==> src/rtl/rob.sv <==
`default_nettype none
// ============================================================================
// Module   : rob
// Purpose  : In-order reorder buffer with CDB snooping and PRF retire port.
// Revision : 1.0
// ============================================================================
module rob #(
  parameter int ROB_DEPTH = 8,
  parameter int PREG_W    = 4,
  parameter int DATA_W    = 8
) (
  input  logic                         clk,
  input  logic                         rst,
  input  logic                         alloc_valid,
  input  logic [PREG_W-1:0]            alloc_preg,
  input  logic [PREG_W-1:0]            alloc_old_preg,
  output logic                         alloc_ready,
  output logic [$clog2(ROB_DEPTH)-1:0] alloc_tag,
  input  logic                         cdb_transmit,
  input  logic [PREG_W-1:0]            cdb_id,
  input  logic [DATA_W-1:0]            cdb_val,
  input  logic                         flush,
  output logic                         wb_ena,
  output logic [PREG_W-1:0]            wb_id,
  output logic [DATA_W-1:0]            wb_val,
  output logic [PREG_W-1:0]            old_wb,
  output logic [$clog2(ROB_DEPTH):0]   count,
  output logic                         empty,
  output logic                         full
);

  localparam int c_IDX_W = $clog2(ROB_DEPTH);
  localparam int c_PTR_W = c_IDX_W + 1;
  localparam logic [c_PTR_W-1:0] c_DEPTH = c_PTR_W'(ROB_DEPTH);

  logic [c_PTR_W-1:0]   r_head;
  logic [c_PTR_W-1:0]   r_tail;
  logic [ROB_DEPTH-1:0] r_valid;
  logic [ROB_DEPTH-1:0] r_done;
  logic [PREG_W-1:0]    r_preg [ROB_DEPTH];
  logic [PREG_W-1:0]    r_old  [ROB_DEPTH];
  logic [DATA_W-1:0]    r_val  [ROB_DEPTH];

  logic [c_PTR_W-1:0]   w_count;
  logic [c_IDX_W-1:0]   w_head_idx;
  logic [c_IDX_W-1:0]   w_tail_idx;
  logic                 w_full;
  logic                 w_alloc;
  logic                 w_retire;
  logic [ROB_DEPTH-1:0] w_cap;

  // The wrap bit makes tail - head range over 0..ROB_DEPTH without ambiguity.
  assign w_count     = r_tail - r_head;
  assign w_full      = (w_count == c_DEPTH);
  assign w_head_idx  = r_head[c_IDX_W-1:0];
  assign w_tail_idx  = r_tail[c_IDX_W-1:0];
  assign w_alloc     = alloc_valid && !w_full && !flush;
  assign w_retire    = r_valid[w_head_idx] && r_done[w_head_idx] && !flush;

  assign count       = w_count;
  assign full        = w_full;
  assign empty       = (w_count == '0);
  assign alloc_ready = !w_full;
  assign alloc_tag   = w_tail_idx;

  generate
    for (genvar i = 0; i < ROB_DEPTH; i++) begin : g_entry
      assign w_cap[i] = cdb_transmit && !flush && r_valid[i] && !r_done[i] &&
                        (r_preg[i] == cdb_id);

      // Payload needs no reset: valid/done gate every use of it.
      always_ff @(posedge clk) begin
        if (w_alloc && (w_tail_idx == c_IDX_W'(i))) begin
          r_preg[i] <= alloc_preg;
          r_old[i]  <= alloc_old_preg;
          r_val[i]  <= '0;
        end else if (w_cap[i]) begin
          r_val[i]  <= cdb_val;
        end
      end
    end
  endgenerate

  always_ff @(posedge clk or posedge rst) begin
    if (rst) begin
      r_head  <= '0;
      r_tail  <= '0;
      r_valid <= '0;
      r_done  <= '0;
      wb_ena  <= 1'b0;
      wb_id   <= '0;
      wb_val  <= '0;
      old_wb  <= '0;
    end else if (flush) begin
      r_head  <= '0;
      r_tail  <= '0;
      r_valid <= '0;
      r_done  <= '0;
      wb_ena  <= 1'b0;
      wb_id   <= '0;
      wb_val  <= '0;
      old_wb  <= '0;
    end else begin
      for (int i = 0; i < ROB_DEPTH; i++) begin
        if (w_cap[i]) r_done[i] <= 1'b1;
      end
      if (w_retire) begin
        wb_ena              <= 1'b1;
        wb_id               <= r_preg[w_head_idx];
        wb_val              <= r_val[w_head_idx];
        old_wb              <= r_old[w_head_idx];
        r_valid[w_head_idx] <= 1'b0;
        r_done[w_head_idx]  <= 1'b0;
        r_head              <= r_head + 1'b1;
      end else begin
        wb_ena <= 1'b0;
        wb_id  <= '0;
        wb_val <= '0;
        old_wb <= '0;
      end
      // Allocation is applied last so a same-edge CDB match cannot mark it done.
      if (w_alloc) begin
        r_valid[w_tail_idx] <= 1'b1;
        r_done[w_tail_idx]  <= 1'b0;
        r_tail              <= r_tail + 1'b1;
      end
    end
  end

endmodule
`default_nettype wire

==> config.mk <==
export PLATFORM = sky130hd
export DESIGN_NAME = rob
export DESIGN_NICKNAME = d
export VERILOG_FILES = /design/src/rtl/rob.sv
export SDC_FILE = /design/constraint.sdc
export NUM_CORES = 1
export LEC_CHECK = 0
export BUFFER_PORTS_ARGS = -buffer_cell sky130_fd_sc_hd__buf_2
export CORE_MARGIN = 3
export CORE_UTILIZATION = 55
export CTS_CLUSTER_DIAMETER = 60
export DETAILED_ROUTE_END_ITERATION = 10
export GPL_TIMING_DRIVEN = 0
export HOLD_SLACK_MARGIN = 0.03
export PLACE_DENSITY_LB_ADDON = 0.08
export SYNTH_ARGS = -nofsm -noshare
export SYNTH_HDL_FRONTEND = slang
export SYNTH_SLANG_ARGS = --single-unit
==> constraint.sdc <==
create_clock -name clk -period 4.3 [get_ports clk]
set_clock_uncertainty 0.1 [all_clocks]
set_input_delay 0.43 -clock clk [delete_from_list [all_inputs] [get_ports clk]]
set_output_delay 0.43 -clock clk [all_outputs]
set_load 0.005 [all_outputs]
==> results_dict.tcl, run 1 <==
set metrics [dict create \
    p_leak_nw 3.522 \
    vdd_drop_max_mv 0.2930 \
    synth_ff_type "edfxtp_1" \
    hold_class "input pin to register" \
    ioPinCount 52 \
    multi_input_area_um2 2938 \
    dp.cells 785 \
    post-route-worst-setup-slack_ps 292.2 \
    gp_congestion 0.9256 \
    period_share_pct 93.20 \
    synthToLayoutAreaGrowth_pct 13.67 \
    setup_tns_ps 0 \
    slew_violations 0 \
    post_cts_buffers 0 \
    worst_pin_slew_ps 987.5 \
    synth-seq-cells 169 \
    cp.required_ps 3770 \
    status "finished, final reports clean" \
    powerDensity_nw_per_um2 446.8 \
    ys_seq_area_share_pct 60.75 \
    yosysTopAreaCell "edfxtp_1" \
    synth_area_um2 8016 \
    power_w 0.004072 \
    ant_nets 0 \
    min_period_ps 4008 \
    regArea_um2 4870 \
    max_freq_ghz 0.2495 \
    h-tree-depth 4 \
    synth-async-reset-ratio_pct 24.26 \
    grtUsageTotal_pct 25.27 \
    hold_viol_final 0 \
    io_buffer_count 45 \
    cts_buffers 17 \
    num_rows 43 \
    wl_met1_um 8136 \
    start_kind "register" \
    layout-drive-gt1-share_pct 25.04 \
    worstSetupEndpointType "output pin" \
    synth_area_leaders "edfxtp_1 (48%), dfrtp_1 (13%), mux4_2 (9.3%), and3_1 (3.2%), xor2_1 (3.2%)" \
    synth_cell_type_count 66 \
    dieArea_um2 16060 \
    clock_sinks 169 \
    finalSetupViolCount 0 \
    yosysWarnings 0 \
    die_h_um 126.7 \
    crit_arrival_ps 3480 \
    grt_max_degree 30 \
    relSlewSlack_pct 33.66 \
    stdcell_count 815 \
    drt_pre_antenna_iters 5 \
    yosys-top-cells-count "edfxtp_1 (128), nand2_1 (53), and3_1 (41), dfrtp_1 (41), mux4_2 (33)" \
    synth_nets 594 \
    drt_wl_total_um 19580 \
    clk_path_buf_depth 2 \
    synth_most_common_cell "edfxtp_1" \
    routedWlPerCell_um 24.02 \
    wl_met2_um 9702 \
    grt_first_pass_wirelength_um 29900 \
    synthCells 558 \
    clkTransAtPathRegs_ps 60 \
    cts_tree "yes" \
    cap_violations 0 \
    clock_latency_ps 430 \
    grt_pass1_vias 5231 \
    critPathMaxFanout 13 \
    synth_top_cell_area_share_pct 47.95 \
    nNetsFinal 658 \
    dp_slack_ps -645.3 \
    wl_met3_um 1311 \
    start_util_pct 57.09 \
    rsz0062_at_grt "false" \
    drc 0 \
    via_count 5110 \
    die_x_um 126.7 \
    n_antenna_cell 0 \
    n_fill_cell 1044 \
    grt_overflow_total 0 \
    via_per_inst 6.270 \
    cts-root-buf "clkbuf_16" \
    hpwl_um 13410 \
    drt_iter0_drc 455 \
    core_area_um2 14040 \
    highest_layer "met4" \
    avgSynthCellArea_um2 14.37 \
    worst_hold_slack_ps 167.0 \
    synth_edf_count 128 \
    crit_type "register to output pin" \
    antenna_found_initial 0 \
]
==> per-stage QoR <==
stage / utilization [%] / cell area [µm²]
2_1_floorplan: - / 8016
3_3_place_gp: 60.30 / 8467
3_5_place_dp: 60.47 / 8492
4_1_cts: 64.92 / 9116
5_1_grt: 64.89 / 9112
6_report: 64.89 / 9112
==> power by group <==
group	switching, W	internal, W	total (W)
Clock	0.000613	0.000911	0.00152
Sequential	0.0000655	0.00188	0.00195
Combinational	0.000380	0.000221	0.000601
==> path summary, 6_finish.rpt <==
path / from / to / slack, ps / depth (start not counted)
setup / recovery: r_head[1]$_DFFE_PP0P_ / alloc_ready / 290 / 11
hold / removal: alloc_old_preg[3] / r_old[4][3]$_DFFE_PP_ / 170 / 1
setup reg to reg: r_head[1]$_DFFE_PP0P_ / r_val[0][1]$_SDFFCE_PN0P_ / 320 / 9
hold reg to reg: r_valid[3]$_DFF_PP0_ / r_valid[3]$_DFF_PP0_ / 410 / 2
max in group asynchronous: rst / old_wb[3]$_DFF_PP0_ / 3220 / 4
min in group asynchronous: rst / r_tail[1]$_DFFE_PP0P_ / 400 / 3
==> flip-flops by register name (all words and copies together), names as in the netlist, 8 cells and up <==
signal / flops
r_valid: 8
wb_val: 8
r_val: 64
r_old: 32
r_preg: 32
r_done: 8
==> cell type report <==
class	instances	area share (%)
well taps	180	2.472
clock buffers	23	4.916
plain buffers	31	1.758
repair buffers	48	2.856
multi-input cells	333	32.24
flip-flops and latches	169	53.44
inverters	22	0.9062
clock inverters	9	1.414
==> critical path, cell delays in order, from the launching register on <==
cell	delay, ps
dfrtp_1	390
clkbuf_1	180
inv_1	390
buf_2	410
fa_1	490
nand2b_1	180
or2_0	200
clkbuf_1	200
buf_6	190
nor3_1	230
inv_1	50
buf_2	120
==> kinds of logic after synthesis <==
family / synth area share [%]
flops: 60.75
fa+ha+maj: 1.811
mux: 9.692
xor+xnor: 3.933
compound gates: 7.586
simple gates: 13.08
buf+inv: 3.153
==> per-layer routing <==
| layer | vias up | track usage (%) |
|---|---|---|
| li1 | 2271 | - |
| met1 | 2597 | 34.03 |
| met2 | 209 | 41.44 |
| met3 | 33 | 4.968 |
| met4 | 0 | 8.959 |
| met5 | - | 0 |
==> layout by cell type, fill, tap and decap left out, types with 4 or more instances in the layout <==
cell type  netlist  routed
nor4_1           5       4
clkbuf_1        16      19
clkbuf_16        0      17
ha_1            10      10
inv_1           21      19
a21oi_2          9       9
nor3_1           5       4
a21o_1           5       5
nand2b_1         5       5
mux4_2          33      33
nor4_4           4       4
buf_4            4       4
nand3_1          4       4
nand2_1         53      53
a21oi_1         13      13
nor3b_1         25      25
edfxtp_1       128     128
and3_1          41      41
o221a_2          4       4
nor2_1          15      15
buf_2           10      57
dfrtp_1         41      41
o21ai_0          5       5
xnor2_1          7       7
xor2_1          29      29
==> what timing repair did <==
action	CTS	global route
hold buffers	1	0
gates resized for setup	10	0
hold endpoints to repair	12	0
endpoints found under the setup margin	164	83
cloned	0	0
Note: power is estimated with default switching activity, not from simulation.
==> run 2, diff against run 1 <==
BUFFER_PORTS_ARGS = not set   (was -buffer_cell sky130_fd_sc_hd__buf_2)
DONT_BUFFER_PORTS = 1   (was not set)
==> results_dict.tcl, run 2 (synthesis results as in run 1) <==
set metrics [dict create \
    status "finished, final reports clean" \
    ff2ff_path_depth 8 \
    cp_top_family "buffers and inverters" \
    post_cts_buffers 0 \
    clock_latency_ps 420 \
    holdPathStages 1 \
    synthToLayoutAreaGrowth_pct 12.91 \
    dpl-instance-area_um2 8267 \
    h-tree-depth 4 \
    n_antenna_cell 0 \
    min_to "r_val[1][2]$_SDFFCE_PN0P_" \
    crit_buf_inv 6 \
    finalSetupViolCount 0 \
    combPwrFrac_pct 13.6 \
    clkTransAtPathRegs_ps 60 \
    cts-root-buf "clkbuf_16" \
    grtUsageTotal_pct 25.22 \
    cap_violations 0 \
    switching_power_w 0.001082 \
    clock_sinks 169 \
    crit_path_start "r_head[1]$_DFFE_PP0P_" \
    ioPinCount 52 \
    grt_overflow_total 0 \
    ant_nets 0 \
    slew_violations 0 \
    worst_pin_slew_ps 1011 \
    grt_max_degree 30 \
    vdd_drop_max_mv 0.2896 \
    routedWlPerCell_um 24.95 \
    drc 0 \
    r2r-end "r_preg[1][0]$_DFFE_PP_" \
    clk_path_buf_depth 2 \
    hold_class "input pin to register" \
    hpwl_um 13160 \
    p_clk_share_pct 40.2 \
    worstSetupEndpointType "output pin" \
    via_count 4997 \
    largest_reg_flops 64 \
    start_kind "register" \
    netSwitchingFraction_pct 25.68 \
    rr_startpoint "r_head[1]$_DFFE_PP0P_" \
    critPathMaxStageDelay_ps 510 \
    power_w 0.004213 \
    reg2reg_slack_ps 260 \
    hold_viol_final 0 \
    crit_chain "clkbuf_1, inv_1, buf_2, fa_1, nand2b_1, or2_0, clkbuf_1, buf_6, nor3_1, inv_1" \
    min_period_ps 4075 \
    max_freq_ghz 0.2454 \
    rsz0062_at_grt "false" \
    powerDensity_nw_per_um2 465.5 \
    drt_wl_total_um 19410 \
    sequentialPowerShare_pct 46.2 \
    gp_congestion 0.8682 \
    final_cell_mix "edfxtp_1 (128), nand2_1 (53), and3_1 (41), dfrtp_1 (41), mux4_2 (33)" \
    largest_registers "r_val x64, r_old x32, r_preg x32" \
    crit_type "register to output pin" \
    grt_pass1_vias 5142 \
    critPathMaxFanout 13 \
    antenna_found_initial 0 \
    dieArea_um2 16060 \
    core_area_um2 14040 \
    nNetsFinal 621 \
    grt_first_pass_wirelength_um 29680 \
    die_h_um 126.7 \
    drt_iter0_drc 510 \
    cts_tree "yes" \
    setup_tns_ps 0 \
    num_rows 43 \
    p_leak_nw 3.386 \
    die_x_um 126.7 \
    io_buffer_count 0 \
    relSlewSlack_pct 32.06 \
    intPower_w 0.003131 \
    n_fill_cell 1019 \
    start_util_pct 57.09 \
    fin_area_um2 9051 \
    drt_pre_antenna_iters 7 \
    layout_commonest_cell "edfxtp_1" \
    cts_buffers 17 \
    crit_arrival_ps 3550 \
    largest-register "r_val" \
    cp.required_ps 3770 \
    period_share_pct 94.78 \
    layout-drive-gt1-share_pct 20.40 \
    via_per_inst 6.423 \
    min_from "cdb_val[2]" \
    cp_slowest_cell "fa_1" \
]
## run 2: changes by cell type in the layout (fill, tap and decap cells not counted), moves of 2 or more
cell           delta
bufinv_16         +2
buf_2            -45
inv_6             +3
dlygate4sd3_1     +8
clkbuf_1          -6
## run 2: worst max path at each step
stage | to | slack (ps) | cells past startpoint
2_1_floorplan | r_val[4][0]$_SDFFCE_PN0P_ | 760 | 11
3_3_place_gp | r_val[0][7]$_SDFFCE_PN0P_ | -760 | 9
3_5_place_dp | r_old[2][3]$_DFFE_PP_ | -660 | 9
4_1_cts | empty | 4 | 10
5_1_grt | alloc_ready | 30 | 10
6_report | alloc_ready | 220 | 10
## run 2: worst reg2reg max path, stage by stage, from the launching register on
cell and delay [ps]:
dfrtp_1 380, clkbuf_1 180, inv_1 410, buf_2 420, fa_1 520, nand2b_1 200
o21ba_2 260, o31ai_2 730, inv_1 470
## run 2: per-layer routing
layer / up-vias / wire length [µm] / global-route usage [%]
met5: - / 0 / 0
met4: 0 / 416 / 8.517
met3: 37 / 1466 / 6.695
met2: 211 / 9411 / 40.04
met1: 2554 / 8120 / 34.20
li1: 2195 / - / -
## run 2: per-stage QoR
| stage | hold slack (ps) | util (%) | setup WS (ps) | instances |
|---|---|---|---|---|
| floorplan | 361.1 | - | 760.5 | 558 |
| global placement | 383.2 | 58.69 | -764.2 | 738 |
| detailed placement | 191.8 | 58.87 | -657.7 | 740 |
| CTS | 114.8 | 64.40 | 4.404 | 779 |
| global route | 113.0 | 64.46 | 32.37 | 778 |
| finish | 128.5 | 64.46 | 224.5 | 778 |
## run 2: power by group through the flow
stage | logic [W] | clock network, W | registers (W)
floorplan | 0.000396 | 0 | 0.00195
global placement | 0.000518 | 0 | 0.00197
detailed placement | 0.000534 | 0 | 0.00198
CTS | 0.000567 | 0.00170 | 0.00195
global route | 0.000621 | 0.00177 | 0.00196
finish | 0.000574 | 0.00169 | 0.00195
## run 2: repair_timing
action / 4_1_cts / 5_1_grt
endpoints found under the hold margin: 76 / 0
resized for setup: 9 / 2
hold buffers: 9 / 0
endpoints found under the setup margin: 169 / 100
## run 2: area by class of cell
type,instances,area [µm²],area share (%)
Clock buffer,18,439.2,4.852
Clock inverter,14,216.5,2.391
Inverter,22,82.58,0.9124
Buffer,31,160.2,1.769
Sequential cell,169,4870,53.80
Tap cell,180,225.2,2.488
Multi-Input combinational cell,333,2943,32.51
Timing Repair Buffer,11,115.1,1.272
==> run 3, diff against run 2 <==
PLACE_DENSITY = 0.71   (was not set)
PLACE_DENSITY_LB_ADDON = not set   (was 0.08)
==> results_dict.tcl, run 3 (synthesis results as in run 1) <==
set metrics [dict create \
    rr_startpoint "r_head[1]$_DFFE_PP0P_" \
    dpl-instance-area_um2 8262 \
    synthToLayoutAreaGrowth_pct 11.44 \
    routedWlPerCell_um 24.94 \
    critPathMaxStageDelay_ps 860 \
    nNetsFinal 624 \
    dp.cells 739 \
    grt_max_degree 25 \
    core_area_um2 14040 \
    dp_slack_ps -754.3 \
    cp-endpoint "r_preg[0][0]$_DFFE_PP_" \
    hpwl_um 13160 \
    antenna_found_initial 0 \
    clkTransAtPathRegs_ps 70 \
    grt_pass1_vias 5167 \
    crit_chain "clkbuf_1, clkinvlp_4, buf_2, ha_1, and3b_1, nor4_1, o31ai_2, inv_1" \
    finalSetupViolCount 0 \
    grt_overflow_total 0 \
    grt_first_pass_wirelength_um 29900 \
    die_x_um 126.7 \
    crit_path_start "r_head[1]$_DFFE_PP0P_" \
    drt_pre_antenna_iters 5 \
    hold_viol_final 0 \
    ant_nets 0 \
    min_period_ps 4062 \
    p_leak_nw 3.317 \
    r2r-end "r_preg[0][0]$_DFFE_PP_" \
    drc 0 \
    layout_commonest_cell "edfxtp_1" \
    ff2ff_path_depth 8 \
    rsz0062_at_grt "false" \
    n_antenna_cell 0 \
    relSlewSlack_pct 33.96 \
    worstSetupEndpointType "register" \
    drt_iter0_drc 591 \
    largest_registers "r_val x64, r_old x32, r_preg x32" \
    start_util_pct 57.09 \
    clock_latency_ps 430 \
    stdcell_count 780 \
    gp_congestion 0.9540 \
    cts-root-buf "clkbuf_16" \
    via_per_inst 6.440 \
    cp.required_ps 4270 \
    drt_wl_total_um 19450 \
    ioPinCount 52 \
    cts_buffers 17 \
    clk_path_buf_depth 2 \
    num_rows 43 \
    final_cell_mix "edfxtp_1 (128), nand2_1 (53), and3_1 (41), dfrtp_1 (41), mux4_2 (33)" \
    crit_type "register to register" \
    via_count 5023 \
    cts_tree "yes" \
    start_kind "register" \
    max_freq_ghz 0.2462 \
    grtUsageTotal_pct 25.07 \
    vdd_drop_max_mv 0.2710 \
    largest_reg_flops 64 \
    reg2reg_slack_ps 240 \
    cap_violations 0 \
    clock_sinks 169 \
    io_buffer_count 0 \
    critPathMaxFanout 11 \
    dieArea_um2 16060 \
    h-tree-depth 4 \
    die_h_um 126.7 \
    status "finished, final reports clean" \
    powerDensity_nw_per_um2 436.5 \
    hold_class "input pin to register" \
    fin_area_um2 8934 \
    post-route-worst-setup-slack_ps 238.4 \
    final_util_pct 63.62 \
    worst_pin_slew_ps 981.6 \
    slew_violations 0 \
    period_share_pct 94.46 \
    crit_arrival_ps 4030 \
    largest-register "r_val" \
    cp_slowest_cell "nor4_1" \
    layout-drive-gt1-share_pct 20.17 \
    setup_tns_ps 0 \
]
==> run 3: per-stage QoR <==
stage,total power [W],hold WS (ps)
3_5_place_dp,0.002510,253.1
4_1_cts,0.003903,109.1
3_3_place_gp,0.002488,380.1
2_1_floorplan,0.002350,361.1
5_1_grt,0.004034,111.9
6_report,0.003900,120.0
==> run 3: report_power, final <==
part	switching (W)	internal [W]	total (W)	leakage [nW]
combinational	0.000365	0.000198	0.000563	1.32
clock	0.000654	0.000736	0.00139	0.239
sequential	0.0000663	0.00188	0.00195	1.76
total	0.00109	0.00281	0.00390	3.32
==> run 3: critical path: cells and delay by family, from the launching register on <==
kind	cells	cell delay (ps)
flip-flops	1	350
AO/OA/AOI/OAI	1	390
adder cells (fa/ha/maj)	1	330
AND/OR/NAND/NOR	2	1090
buffers and inverters	4	1420
==> run 3: per-layer routing <==
| layer | track usage [%] | share of wire, % | vias up | routed length (µm) |
|---|---|---|---|---|
| li1 | - | - | 2203 | - |
| met1 | 34.16 | 41 | 2521 | 8062 |
| met2 | 38.42 | 48 | 256 | 9274 |
| met3 | 7.242 | 8.2 | 43 | 1598 |
| met4 | 10.03 | 2.7 | 0 | 516 |
| met5 | 0 | 0 | - | 0 |
==> run 3: worst min-delay path by stage <==
stage	from	to	slack, ps	cells past startpoint
after floorplan	r_valid[3]$_DFF_PP0_	r_valid[3]$_DFF_PP0_	360	2
after global placement	r_valid[5]$_DFF_PP0_	r_valid[5]$_DFF_PP0_	380	1
after detailed placement	rst	r_head[3]$_DFFE_PP0P_	250	1
after CTS	cdb_val[1]	r_val[3][1]$_SDFFCE_PN0P_	110	1
after global routing	cdb_val[5]	r_val[0][5]$_SDFFCE_PN0P_	110	1
final	cdb_val[1]	r_val[1][1]$_SDFFCE_PN0P_	120	1
==> run 3: cell type report <==
cell class              instances  area (µm²)
clock inverters                14       100.1
clock buffers                  17       425.4
flip-flops and latches        169        4870
multi-input cells             333        2927
fillers                      1036        5109
inverters                      22       86.33
well taps                     180       225.2
repair buffers                 14       140.1
plain buffers                  31       160.2
==> run 3: timing repair <==
item                       in CTS  in global routing
setup endpoints to repair     180                  2
gates resized for setup         8                  2
hold endpoints to repair       81                  0
setup buffers                   0                  4
hold buffers                    9                  0
